**src/rtl/dsky_pkg.sv**
```systemverilog
// Shared definitions for the DSKY key encoder: key indices, state encoding
// and the key-index to 5-bit key-code ROM.
package dsky_pkg;

    localparam int KEY_COUNT = 18;
    localparam int IDX_W     = 5;

    localparam int KEY_VERB  = 10;
    localparam int KEY_NOUN  = 11;
    localparam int KEY_PLUS  = 12;
    localparam int KEY_MINUS = 13;
    localparam int KEY_CLR   = 14;
    localparam int KEY_REL   = 15;
    localparam int KEY_ENTR  = 16;
    localparam int KEY_RSET  = 17;

    typedef enum logic [2:0] {
        IDLE     = 3'd0,
        PRESS_DB = 3'd1,
        HELD     = 3'd2,
        REL_DB   = 3'd3,
        LOCKOUT  = 3'd4
    } key_state_e;

    // Codes are octal as read on the DSKY; code 00 is reserved for "no key".
    function automatic logic [4:0] key_code(input logic [IDX_W-1:0] idx);
        logic [4:0] code;
        code = 5'o00;
        if (idx >= 5'd1 && idx <= 5'd9) begin
            code = idx;
        end else begin
            case (idx)
                5'd0:            code = 5'o20;
                5'(KEY_VERB):    code = 5'o21;
                5'(KEY_NOUN):    code = 5'o37;
                5'(KEY_PLUS):    code = 5'o32;
                5'(KEY_MINUS):   code = 5'o33;
                5'(KEY_CLR):     code = 5'o36;
                5'(KEY_REL):     code = 5'o31;
                5'(KEY_ENTR):    code = 5'o34;
                5'(KEY_RSET):    code = 5'o22;
                default:         code = 5'o00;
            endcase
        end
        return code;
    endfunction

endpackage

```
**src/rtl/dsky_debounce.sv**
```systemverilog
// Single-contact debouncer: 2-flop synchroniser followed by a TICK-driven
// agreement counter; the output flips only after a sustained difference.
module dsky_debounce
    import dsky_pkg::*;
#(
    parameter int DEBOUNCE_TICKS = 4,
    parameter int CNT_W          = 3
) (
    input  logic clk,
    input  logic rst,
    input  logic tick_i,
    input  logic raw_i,
    output logic db_o
);

    localparam logic [CNT_W-1:0] TICKS_C = CNT_W'(DEBOUNCE_TICKS);

    logic             meta_q;
    logic             sync_q;
    logic             db_q;
    logic             db_d;
    logic [CNT_W-1:0] cnt_q;
    logic [CNT_W-1:0] cnt_d;

    always_ff @(posedge clk or negedge rst) begin
        if (!rst) begin
            meta_q <= 1'b0;
            sync_q <= 1'b0;
            db_q   <= 1'b0;
            cnt_q  <= '0;
        end else begin
            meta_q <= raw_i;
            sync_q <= meta_q;
            db_q   <= db_d;
            cnt_q  <= cnt_d;
        end
    end

    // Any TICK on which the contact agrees with the output restarts the count.
    always_comb begin
        db_d  = db_q;
        cnt_d = cnt_q;
        if (tick_i) begin
            if (sync_q != db_q) begin
                if (cnt_q >= TICKS_C - CNT_W'(1)) begin
                    db_d  = sync_q;
                    cnt_d = '0;
                end else begin
                    cnt_d = cnt_q + CNT_W'(1);
                end
            end else begin
                cnt_d = '0;
            end
        end
    end

    assign db_o = db_q;

endmodule

```
**src/rtl/dsky_key_encoder.sv**
```systemverilog
// DSKY key encoder: synchronises the 18 key contacts, debounces a single key
// with multi-key lockout, and drives the registered 5-bit key code plus PRO.
module dsky_key_encoder
    import dsky_pkg::*;
#(
    parameter int DEBOUNCE_TICKS = 4,
    parameter int CNT_W          = 3
) (
    input  logic                 clk,
    input  logic                 rst,
    input  logic                 TICK,
    input  logic [KEY_COUNT-1:0] KEYSW,
    input  logic                 PROSW,
    output logic                 KEY1,
    output logic                 KEY2,
    output logic                 KEY3,
    output logic                 KEY4,
    output logic                 KEY5,
    output logic                 SBYBUT,
    output logic                 LOCKED
);

    localparam logic [CNT_W-1:0] TICKS_C = CNT_W'(DEBOUNCE_TICKS);

    logic [KEY_COUNT-1:0] keysw_meta_q;
    logic [KEY_COUNT-1:0] keysw_sync_q;

    key_state_e           state_q, state_d;
    logic [CNT_W-1:0]     cnt_q, cnt_d;
    logic [IDX_W-1:0]     idx_q, idx_d;
    logic [4:0]           code_q, code_d;
    logic                 locked_q, locked_d;

    logic [4:0]           n_keys;
    logic [IDX_W-1:0]     sel_idx;
    logic [CNT_W-1:0]     cnt_inc;
    logic                 none, same, multi_or_other;

    always_ff @(posedge clk or negedge rst) begin
        if (!rst) begin
            keysw_meta_q <= '0;
            keysw_sync_q <= '0;
            state_q      <= IDLE;
            cnt_q        <= '0;
            idx_q        <= '0;
            code_q       <= '0;
            locked_q     <= 1'b0;
        end else begin
            keysw_meta_q <= KEYSW;
            keysw_sync_q <= keysw_meta_q;
            state_q      <= state_d;
            cnt_q        <= cnt_d;
            idx_q        <= idx_d;
            code_q       <= code_d;
            locked_q     <= locked_d;
        end
    end

    always_comb begin
        n_keys  = '0;
        sel_idx = '0;
        for (int i = 0; i < KEY_COUNT; i++) begin
            n_keys = n_keys + 5'(keysw_sync_q[i]);
        end
        for (int i = KEY_COUNT - 1; i >= 0; i--) begin
            if (keysw_sync_q[i]) sel_idx = IDX_W'(i);
        end
    end

    assign none           = (n_keys == 5'd0);
    assign same           = (n_keys == 5'd1) && (sel_idx == idx_q);
    assign multi_or_other = !none && !same;
    assign cnt_inc        = (cnt_q >= TICKS_C) ? TICKS_C : cnt_q + CNT_W'(1);

    always_comb begin
        state_d = state_q;
        cnt_d   = cnt_q;
        idx_d   = idx_q;
        code_d  = code_q;
        if (TICK) begin
            case (state_q)
                IDLE: begin
                    if (n_keys == 5'd1) begin
                        idx_d   = sel_idx;
                        state_d = PRESS_DB;
                        cnt_d   = CNT_W'(1);
                        if (TICKS_C == CNT_W'(1)) begin
                            state_d = HELD;
                            code_d  = key_code(sel_idx);
                            cnt_d   = '0;
                        end
                    end else if (!none) begin
                        state_d = LOCKOUT;
                        cnt_d   = '0;
                    end
                end
                PRESS_DB: begin
                    if (same) begin
                        cnt_d = cnt_inc;
                        if (cnt_inc == TICKS_C) begin
                            state_d = HELD;
                            code_d  = key_code(idx_q);
                            cnt_d   = '0;
                        end
                    end else begin
                        state_d = (n_keys >= 5'd2) ? LOCKOUT : IDLE;
                        cnt_d   = '0;
                    end
                end
                HELD: begin
                    if (none) begin
                        state_d = REL_DB;
                        cnt_d   = CNT_W'(1);
                        if (TICKS_C == CNT_W'(1)) begin
                            state_d = IDLE;
                            code_d  = '0;
                            cnt_d   = '0;
                        end
                    end else if (multi_or_other) begin
                        state_d = LOCKOUT;
                        code_d  = '0;
                        cnt_d   = '0;
                    end
                end
                REL_DB: begin
                    if (none) begin
                        cnt_d = cnt_inc;
                        if (cnt_inc == TICKS_C) begin
                            state_d = IDLE;
                            code_d  = '0;
                            cnt_d   = '0;
                        end
                    end else if (same) begin
                        // Contact bounce on release: resume holding the same code.
                        state_d = HELD;
                        cnt_d   = '0;
                    end else begin
                        state_d = LOCKOUT;
                        code_d  = '0;
                        cnt_d   = '0;
                    end
                end
                LOCKOUT: begin
                    code_d = '0;
                    if (none) begin
                        cnt_d = cnt_inc;
                        if (cnt_inc == TICKS_C) begin
                            state_d = IDLE;
                            cnt_d   = '0;
                        end
                    end else begin
                        cnt_d = '0;
                    end
                end
                default: begin
                    state_d = IDLE;
                    code_d  = '0;
                    cnt_d   = '0;
                end
            endcase
        end
        locked_d = (state_d == LOCKOUT);
    end

    dsky_debounce #(
        .DEBOUNCE_TICKS(DEBOUNCE_TICKS),
        .CNT_W         (CNT_W)
    ) u_pro_db (
        .clk   (clk),
        .rst   (rst),
        .tick_i(TICK),
        .raw_i (PROSW),
        .db_o  (SBYBUT)
    );

    assign {KEY5, KEY4, KEY3, KEY2, KEY1} = code_q;
    assign LOCKED = locked_q;

endmodule

```
**config.mk**
```make
export PLATFORM = sky130hd
export DESIGN_NAME = dsky_key_encoder
export DESIGN_NICKNAME = d
export VERILOG_FILES = /design/src/rtl/dsky_pkg.sv /design/src/rtl/dsky_debounce.sv /design/src/rtl/dsky_key_encoder.sv
export SDC_FILE = /design/constraint.sdc
export NUM_CORES = 1
export LEC_CHECK = 0
export CAP_MARGIN = 10
export CELL_PAD_IN_SITES_DETAIL_PLACEMENT = 0
export CELL_PAD_IN_SITES_GLOBAL_PLACEMENT = 2
export CORE_ASPECT_RATIO = 1.2
export CORE_MARGIN = 10
export CORE_UTILIZATION = 37
export CTS_BUF_LIST = sky130_fd_sc_hd__clkbuf_16
export DETAILED_ROUTE_END_ITERATION = 7
export HOLD_SLACK_MARGIN = 0.12
export PLACE_DENSITY = 0.88
export SETUP_SLACK_MARGIN = 0.1
export SLEW_MARGIN = 40
export SYNTH_ARGS = -nofsm -noshare
export SYNTH_HDL_FRONTEND = slang
export SYNTH_SLANG_ARGS = --single-unit
```
**constraint.sdc**
```tcl
create_clock -name clk -period 7.5 [get_ports clk]
set_input_delay 1.5 -clock clk [delete_from_list [all_inputs] [get_ports clk]]
set_output_delay 1.5 -clock clk [all_outputs]
set_load 0.03 [all_outputs]
```
# Yosys cells after proc, flatten, opt, wreduce, memory -nomap -nowiden
# Memory sizes are Yosys's and may differ from the RTL's.
# Cells that the tools add are included.
# W data, S select, Z words.
# totals
ff_bits	59
romBits	160
output_inout_bits	7
elab_cells	117
mem_count	1
# mem_list
name	depth	word_bits	rd	rd_ports_with_merged_regs	wr	line_no	text
(name not given)	32	5	1	0	0	dsky_pkg.sv:32	case (idx)
# op_classes
addsub	19
n_lt_le_gt_ge	5
n_eq_ne	17
n_mux	51
bitwise_logic	1
n_reduce_logical	12
# ops
operator	count
$mux W5	26
$mux W3	22
$add A5 B1 Y5	13
$pmux W5 S4	1
$pmux W3 S5	1
$ne A3 B3 Y1 const B	4
$pmux W3 S4	1
$eq A3 B3 Y1 const B	3
$reduce_and A3 Y1	3
$ne A2 B2 Y1 const B	4
$reduce_and A8 Y1	1
$add A3 B1 Y3 const B	2
$eq A3 B2 Y1 const B	2
$add A4 B1 Y5	1
$eq A5 B1 Y1 const B	1
$eq A5 B5 Y1	1
$ge A5 B1 Y1 const B	1
$ge A5 B2 Y1 const B	1
$le A5 B4 Y1 const B	1
$logic_not A5 Y1	1
$add A3 B1 Y4	1
$add A2 B1 Y3	1
$eq A3 B1 Y1 const B	1
$ge A3 B2 Y1 const B	1
other kinds (8)	11

# Longest topological paths before layout
# Gate-level depths: netlist of the first run.
# depth
depth_word	27
ltp_mapped	20
ltp_nobuf	20

# Modules after synthesis
# From an unflattened synthesis of the first run, not the netlist that was laid out.
# unflattened
hier_cells	298
hier_area_um2	3139.3
# modules_own_cells
mod	instances	cells_each	area_each_um2
dsky_key_encoder	1	277	2876.5
dsky_debounce	1	21	262.8

# Worst setup path before layout of the first run
# OpenSTA, ideal clock, no wires.
# synth_path
path_kind	register -> register
start	register keysw_sync_q[11]
end	register code_q[0]
setup_time_ns	0.074
arrival_time_ns	5.150
t_required_ns	7.426
setup_slack_ns	2.275
path_stages_with_launch	21
synth_period_minus_slack_ns	5.225
cell_sequence	dfrtp_1 > fa_1 > inv_1 > fa_1 > inv_1 > fa_1 > inv_1 > fa_1 > fa_1 > inv_1 > ha_1 > inv_1 > fa_1 > nor2_1 > a31oi_1 > nor4_1 > o311a_1 > nand4b_4 > and3_4 > o31a_4 > o21ai_2
# synth_via
elab_chain_len	18
word_cells_on_any_way	34
cone_classes	add/sub (7); eq/ne (7); mux (14); reduce/logical (6)
# synth_lines
item	line_no	text
start, declared	dsky_key_encoder.sv:26	logic [KEY_COUNT-1:0] keysw_sync_q;
start signal, assigned	dsky_key_encoder.sv:50	keysw_sync_q <= keysw_meta_q;
parallel branches: the longest is 18 deep, another holds $add A5 B1 Y5	-	
end signal, assigned	dsky_key_encoder.sv:54	code_q <= code_d;
end, declared	dsky_key_encoder.sv:31	logic [4:0] code_q, code_d;
# Several ways; the timed one is not identified.
# A chain may end at the register's enable or synchronous reset.

# Final worst setup path of the first run
# layout_path
start	register keysw_sync_q[11]
end	register code_q[1]
# Same word-level chain as after synthesis.

==> results of run 1 <==
-- layer usage --
| layer | vias to the layer above | part of all wire | GRT usage |
|---|---|---|---|
| li1 | 1081 | - | - |
| met4 | 0 | 0.023 | 0.0505 |
| met3 | 13 | 0.034 | 0.0348 |
| met1 | 1054 | 0.46 | 0.123 |
| met2 | 53 | 0.49 | 0.174 |
| met5 | - | 0 | 0 |
-- layout by cell type (no fill, tap or decap), types with 9 or more instances in the layout --
master / n
dfrtp_1: 59
inv_1: 42
nand2_1: 27
clkdlybuf4s50_1: 27
nor2_1: 20
o21ai_0: 12
fa_1: 12
ha_1: 12
a21oi_1: 11
clkbuf_16: 9
-- cells by family after synthesis --
family | share of synthesized area
adder cells (fa/ha/maj) | 0.126
AO/OA/AOI/OAI | 0.149
XOR/XNOR | 0.00283
buffers and inverters | 0.0655
multiplexers | 0.0279
AND/OR/NAND/NOR | 0.151
flip-flops | 0.477
-- worst max path at each step --
stage	from	end	cells past startpoint	slack (ns)
floorplan	keysw_sync_q[11]$_DFF_PN0_	code_q[0]$_DFFE_PN0P_	20	2.28
global placement	keysw_sync_q[11]$_DFF_PN0_	code_q[1]$_DFFE_PN0P_	20	1.98
CTS	keysw_sync_q[11]$_DFF_PN0_	code_q[1]$_DFFE_PN0P_	20	1.75
finish	keysw_sync_q[11]$_DFF_PN0_	code_q[1]$_DFFE_PN0P_	20	1.82
detailed placement	keysw_sync_q[11]$_DFF_PN0_	code_q[1]$_DFFE_PN0P_	20	1.81
global route	keysw_sync_q[11]$_DFF_PN0_	code_q[1]$_DFFE_PN0P_	20	1.30
-- power breakdown --
part	total, W	switching [W]	internal (W)
Sequential	0.000387	0.0000382	0.000349
Clock	0.000421	0.000159	0.000263
Combinational	0.000347	0.000189	0.000159
Total	0.00116	0.000386	0.000770
-- per-stage QoR --
step	instances	power [W]	util	setup slack (ns)
after floorplan	297	0.000648	-	2.28
after global placement	430	0.000733	0.426	1.98
after detailed placement	430	0.000740	0.426	1.81
after CTS	446	0.00117	0.464	1.75
after global routing	447	0.00124	0.467	1.30
final	447	0.00116	0.467	1.82
-- registers in the layout, indices dropped and copies added, names as in the netlist --
| register | cells |
|---|---|
| u_pro_db.sync_q | 1 |
| keysw_sync_q | 18 |
| code_q | 5 |
| LOCKED | 1 |
| state_q | 3 |
| idx_q | 5 |
| u_pro_db.cnt_q | 3 |
| u_pro_db.db_o | 1 |
| cnt_q | 3 |
| u_pro_db.meta_q | 1 |
| keysw_meta_q | 18 |
-- layout make-up --
cell class,count,share of cell area
Clock inverter,7,0.0220
Timing Repair Buffer,30,0.0796
Clock buffer,9,0.0592
Multi-Input combinational cell,186,0.372
Tap cell,114,0.0375
Inverter,42,0.0414
Sequential cell,59,0.388
-- worst max-delay path, stage by stage, from the launching register on --
cell and delay, ns:
dfrtp_1 0.44, fa_1 0.55, inv_1 0.06, fa_1 0.48
inv_1 0.05, fa_1 0.48, inv_1 0.05, fa_1 0.49
fa_1 0.40, inv_1 0.06, ha_1 0.15, inv_1 0.06
fa_1 0.39, nor2_1 0.10, a31oi_1 0.10, nor4_1 0.53
o311a_1 0.31, nand4b_4 0.18, nor3_1 0.45, o21ai_0 0.20
o21ai_2 0.08
==> impl_results.md, run 1 <==
- RSZ-0062 raised after global routing: false
- Total setup buffers inserted after CTS: 0
- Reg-to-Reg Start: keysw_sync_q[11]$_DFF_PN0_
- Post-route ant nets: 0
- Tot GR Track Use: 0.107
- Capturing element type of the critical path: flop
- Crit path kind: reg -> reg
- Worst VDD drop: 157 uV
- Leakage power: 1.69 nW
- Synth Register Bits: 59
- Iteration-0 DRC Markers: 69
- Synth top area share: 0.477
- Die area: 0.0124 mm^2
- Post-layout instance area: 0.00380 mm^2
- WL/cell: 13.5 um
- Final Critical Period: 5.68 ns
- Type of the tightest min-delay check: reg -> reg
- Reg2reg setup slack: 1.82 ns
- Area delta synth->final: 22.9%
- Worst R2R End: code_q[1]$_DFFE_PN0P_
- Initial antenna violation count: 0
- Storage cell area: 0.00148 mm^2
- Synth warn: 0
- Register area share after synthesis: 0.477
- Hold_sp: keysw_meta_q[7]$_DFF_PN0_
- Top post-synthesis cells by count: dfrtp_1 (59), inv_1 (42), nand2_1 (27), nor2_1 (20)
- # DRC: 0
- Die Y: 120 um
- Port Buf Inserts: 28
- Ratio of final minimum period to clock period: 0.758
- Slew headroom: 0.593
- HPWL Detailed: 4.44 mm
- Insertion delay to the later sink of the worst-skew pair: 0.33 ns
- DP Area: 0.00347 mm^2
- Post-synth ARST share: 1.00
- H-tree depth reported by CTS: 3
- R2R depth: 20
- GP Congestion: 0.889
- Max cap viols: 0
- Core area: 0.00815 mm^2
- Top post-synthesis cells by area: dfrtp_1 (48%), fa_1 (7.8%), inv_1 (5.1%), ha_1 (4.9%), nand2_1 (3.3%)
- Clock Path Buffers: 2
- CTS Buf Count: 9
- First-pass GRT wire length: 10.4 mm
- Layout cells sized above 1: 0.108
- Worst-path maximum fanout: 10
- Clk pin slew, worst setup/hold paths: 0.06 ns
- IO Count: 29
- Hold path depth: 0
- Area of the multi-input gates: 0.00142 mm^2
- Routed wire length: 6.02 mm
- Final setup viols: 0
- Vias post-DR: 2,201
- Worst-Margin Slew: 0.606 ns
- WHS Endpoint: keysw_sync_q[7]$_DFF_PN0_
- Syn Inst Count: 297
- Vias in the first global route: 2,293
- Cts hold-fix bufs: 0
- Syn Area/Cell: 10.4 um^2
- Largest net degree at the start of global routing: 60
- DR vias/cell: 4.92
- Root buffer cell: clkbuf_16
- Most used DFF post-synth: dfrtp_1
- Worst EP required: 7.76 ns
- Clk sinks: 59
- Mapped Nets: 343
- PwrDens: 304 mW/mm^2
- Area leader, netlist: dfrtp_1
- Status: completed
- Row count: 36
- Mapped cell area: 0.00309 mm^2
- Maximum clock rate: 0.176 GHz
- Most frequent cell after synthesis: dfrtp_1
- Worst Clk Skew: 0.00665 ns
- Chip Width: 103 um
- Hold slack: 0.345 ns
- Final setup TNS: 0 ns
- Drt first pass iters: 4
- # diodes: 0
- Max-slew violation count: 0
- Kind of start point of the critical path: flop
- Endpoints failing hold: 0
- GR Overflow Total: 0
- Initial Utilization: 0.380
- Critical Path AT: 5.94 ns
- Post-CTS sizing: 0
- Synth cell types: 53
- Nets: 374
- CTS tree: done
- Filler cell count: 773
- Post-synth EDFFs: 0
Power figures use the tool's default switching activity.
==> run 2, diff against run 1 <==
Clock period 7.5 ns to 5.5 ns, I/O delays scaled along.
==> impl_results.md, run 2 (same netlist as run 1, synthesis figures left out) <==
- Max-slew violation count: 0
- Reg-to-Reg Start: keysw_sync_q[11]$_DFF_PN0_
- Vias in the first global route: 2,319
- GR Overflow Total: 0
- Most frequent cells in the layout: dfrtp_1 (57), inv_1 (39), clkdlybuf4s50_1 (27), nand2_1 (26), nor2_1 (19)
- Worst path top cell family by delay: adder cells
- DR vias/cell: 5.05
- CP peak stage delay: 0.54 ns
- Initial Utilization: 0.380
- H-tree depth reported by CTS: 3
- # DRC: 0
- Worst-Margin Slew: 0.709 ns
- Vias post-DR: 2,296
- RSZ-0062 raised after global routing: true
- Max cap viols: 0
- Worst Clk Skew: 0.00563 ns
- Largest net degree at the start of global routing: 60
- Area of the multi-input gates: 0.00153 mm^2
- Reg2reg setup slack: 0.25 ns
- First-pass GRT wire length: 10.6 mm
- Clk pin slew, worst setup/hold paths: 0.06 ns
- Number of cells on the critical path: 19
- Worst R2R End: LOCKED$_DFF_PN0_
- Layout cells sized above 1: 0.182
- Fin util: 0.485
- Placed cell count: 432
- # diodes: 0
- GP Congestion: 0.920
- Clk sinks: 59
- Capturing element type of the critical path: flop
- Leakage power: 1.73 nW
- Worst EP required: 5.71 ns
- Final Critical Period: 5.25 ns
- Power Total: 0.00167 W
- Drt first pass iters: 6
- Row count: 36
- CTS Buf Count: 9
- Nets: 382
- CP Launch Point: keysw_sync_q[11]$_DFF_PN0_
- Core area: 0.00815 mm^2
- Clock Path Buffers: 2
- IO Count: 29
- Worst VDD drop: 219 uV
- Die Y: 120 um
- Insertion delay to the later sink of the worst-skew pair: 0.33 ns
- Post-route insts no fill: 455
- Area delta synth->final: 27.7%
- Die area: 0.0124 mm^2
- HPWL Detailed: 4.50 mm
- DP Area: 0.00349 mm^2
- Status: completed
- Port Buf Inserts: 28
- Iteration-0 DRC Markers: 93
- PwrDens: 424 mW/mm^2
- Post-route ant nets: 0
- Slowest cell on the critical path: fa_1
- Critical Path AT: 5.46 ns
- Crit path kind: reg -> reg
- Ratio of final minimum period to clock period: 0.955
- Critical-path cell list: fa_1 > inv_1 > fa_1 > inv_1 > fa_1 > inv_1 > fa_1 > fa_1 > inv_1 > ha_2 > inv_2 > fa_2 > nand2_2 > or4_4 > o311ai_4 > a21oi_1 > o21ai_1 > o221ai_2 > nor4bb_1
- Type of the tightest min-delay check: reg -> reg
- R2R depth: 19
- Maximum clock rate: 0.190 GHz
- CTS tree: done
- CP most frequent cell: fa_1
- Storage cell area: 0.00148 mm^2
- Cts hold-fix bufs: 0
- Final setup viols: 0
- Endpoints failing hold: 0
- Final setup TNS: 0 ns
- CP endpoint: LOCKED$_DFF_PN0_
- Initial antenna violation count: 0
- WL/cell: 14.1 um
- Routed wire length: 6.42 mm
- Chip Width: 103 um
- CP bufs+invs: 5
- Tot GR Track Use: 0.109
- Slew headroom: 0.523
- Kind of start point of the critical path: flop
- Root buffer cell: clkbuf_16
- Most common cell after layout, fill and taps aside: dfrtp_1
- Filler cell count: 761
- Top flop regs: keysw_meta_q (18), keysw_sync_q (18)
- Worst-path maximum fanout: 5
- Post-layout instance area: 0.00395 mm^2
[run 2: cell count changes in the layout (fill, tap and decap cells not counted), moves of 2 or more]
cell        change
buf_4           +7
inv_1           -3
inv_2           +3
o221ai_1        -3
clkinvlp_4      +2
dfrtp_1         -2
dfrtp_2         +2
o21ai_0         -2
o21ai_1         +2
o221ai_2        +2
[run 2: worst min-delay path by stage]
stage / startpoint / endpoint / slack (ns) / cells past startpoint
final: keysw_meta_q[17]$_DFF_PN0_ / keysw_sync_q[17]$_DFF_PN0_ / 0.34 / 0
after global routing: keysw_meta_q[17]$_DFF_PN0_ / keysw_sync_q[17]$_DFF_PN0_ / 0.34 / 0
after CTS: keysw_meta_q[17]$_DFF_PN0_ / keysw_sync_q[17]$_DFF_PN0_ / 0.34 / 0
after detailed placement: keysw_meta_q[12]$_DFF_PN0_ / keysw_sync_q[12]$_DFF_PN0_ / 0.33 / 0
after global placement: keysw_meta_q[6]$_DFF_PN0_ / keysw_sync_q[6]$_DFF_PN0_ / 0.33 / 0
after floorplan: keysw_meta_q[0]$_DFF_PN0_ / keysw_sync_q[0]$_DFF_PN0_ / 0.33 / 0
[run 2: power breakdown]
group,switching (W),internal [W]
registers,0.0000531,0.000476
clock network,0.000223,0.000311
logic,0.000328,0.000283
total,0.000604,0.00107
[run 2: final cells by class]
class / count / share of cell area
Clock inverter: 7 / 0.0152
Sequential cell: 59 / 0.374
Tap cell: 114 / 0.0361
Timing Repair Buffer: 37 / 0.0900
Multi-Input combinational cell: 187 / 0.387
Clock buffer: 9 / 0.0570
Inverter: 42 / 0.0399
[run 2: through the flow]
stage	hold slack (ns)	worst slack, ns
after floorplan	0.331	0.275
after global placement	0.332	0.105
after detailed placement	0.335	0.0282
after CTS	0.338	0.0978
after global routing	0.344	0.0800
final	0.341	0.248
[run 2: layer usage]
layer,up-vias,wire length (um),GRT usage
met4,0,208,0.0618
met3,21,287,0.0296
li1,1105,-,-
met2,65,3070,0.174
met1,1105,2850,0.129
met5,-,0,0
[run 2: what timing repair did]
action	in CTS	in global routing
endpoints found under the setup margin	3	17
buffers inserted	0	5
hold endpoints to repair	0	0
gates cloned	0	1
pin swaps	0	11
gates resized for setup	2	23
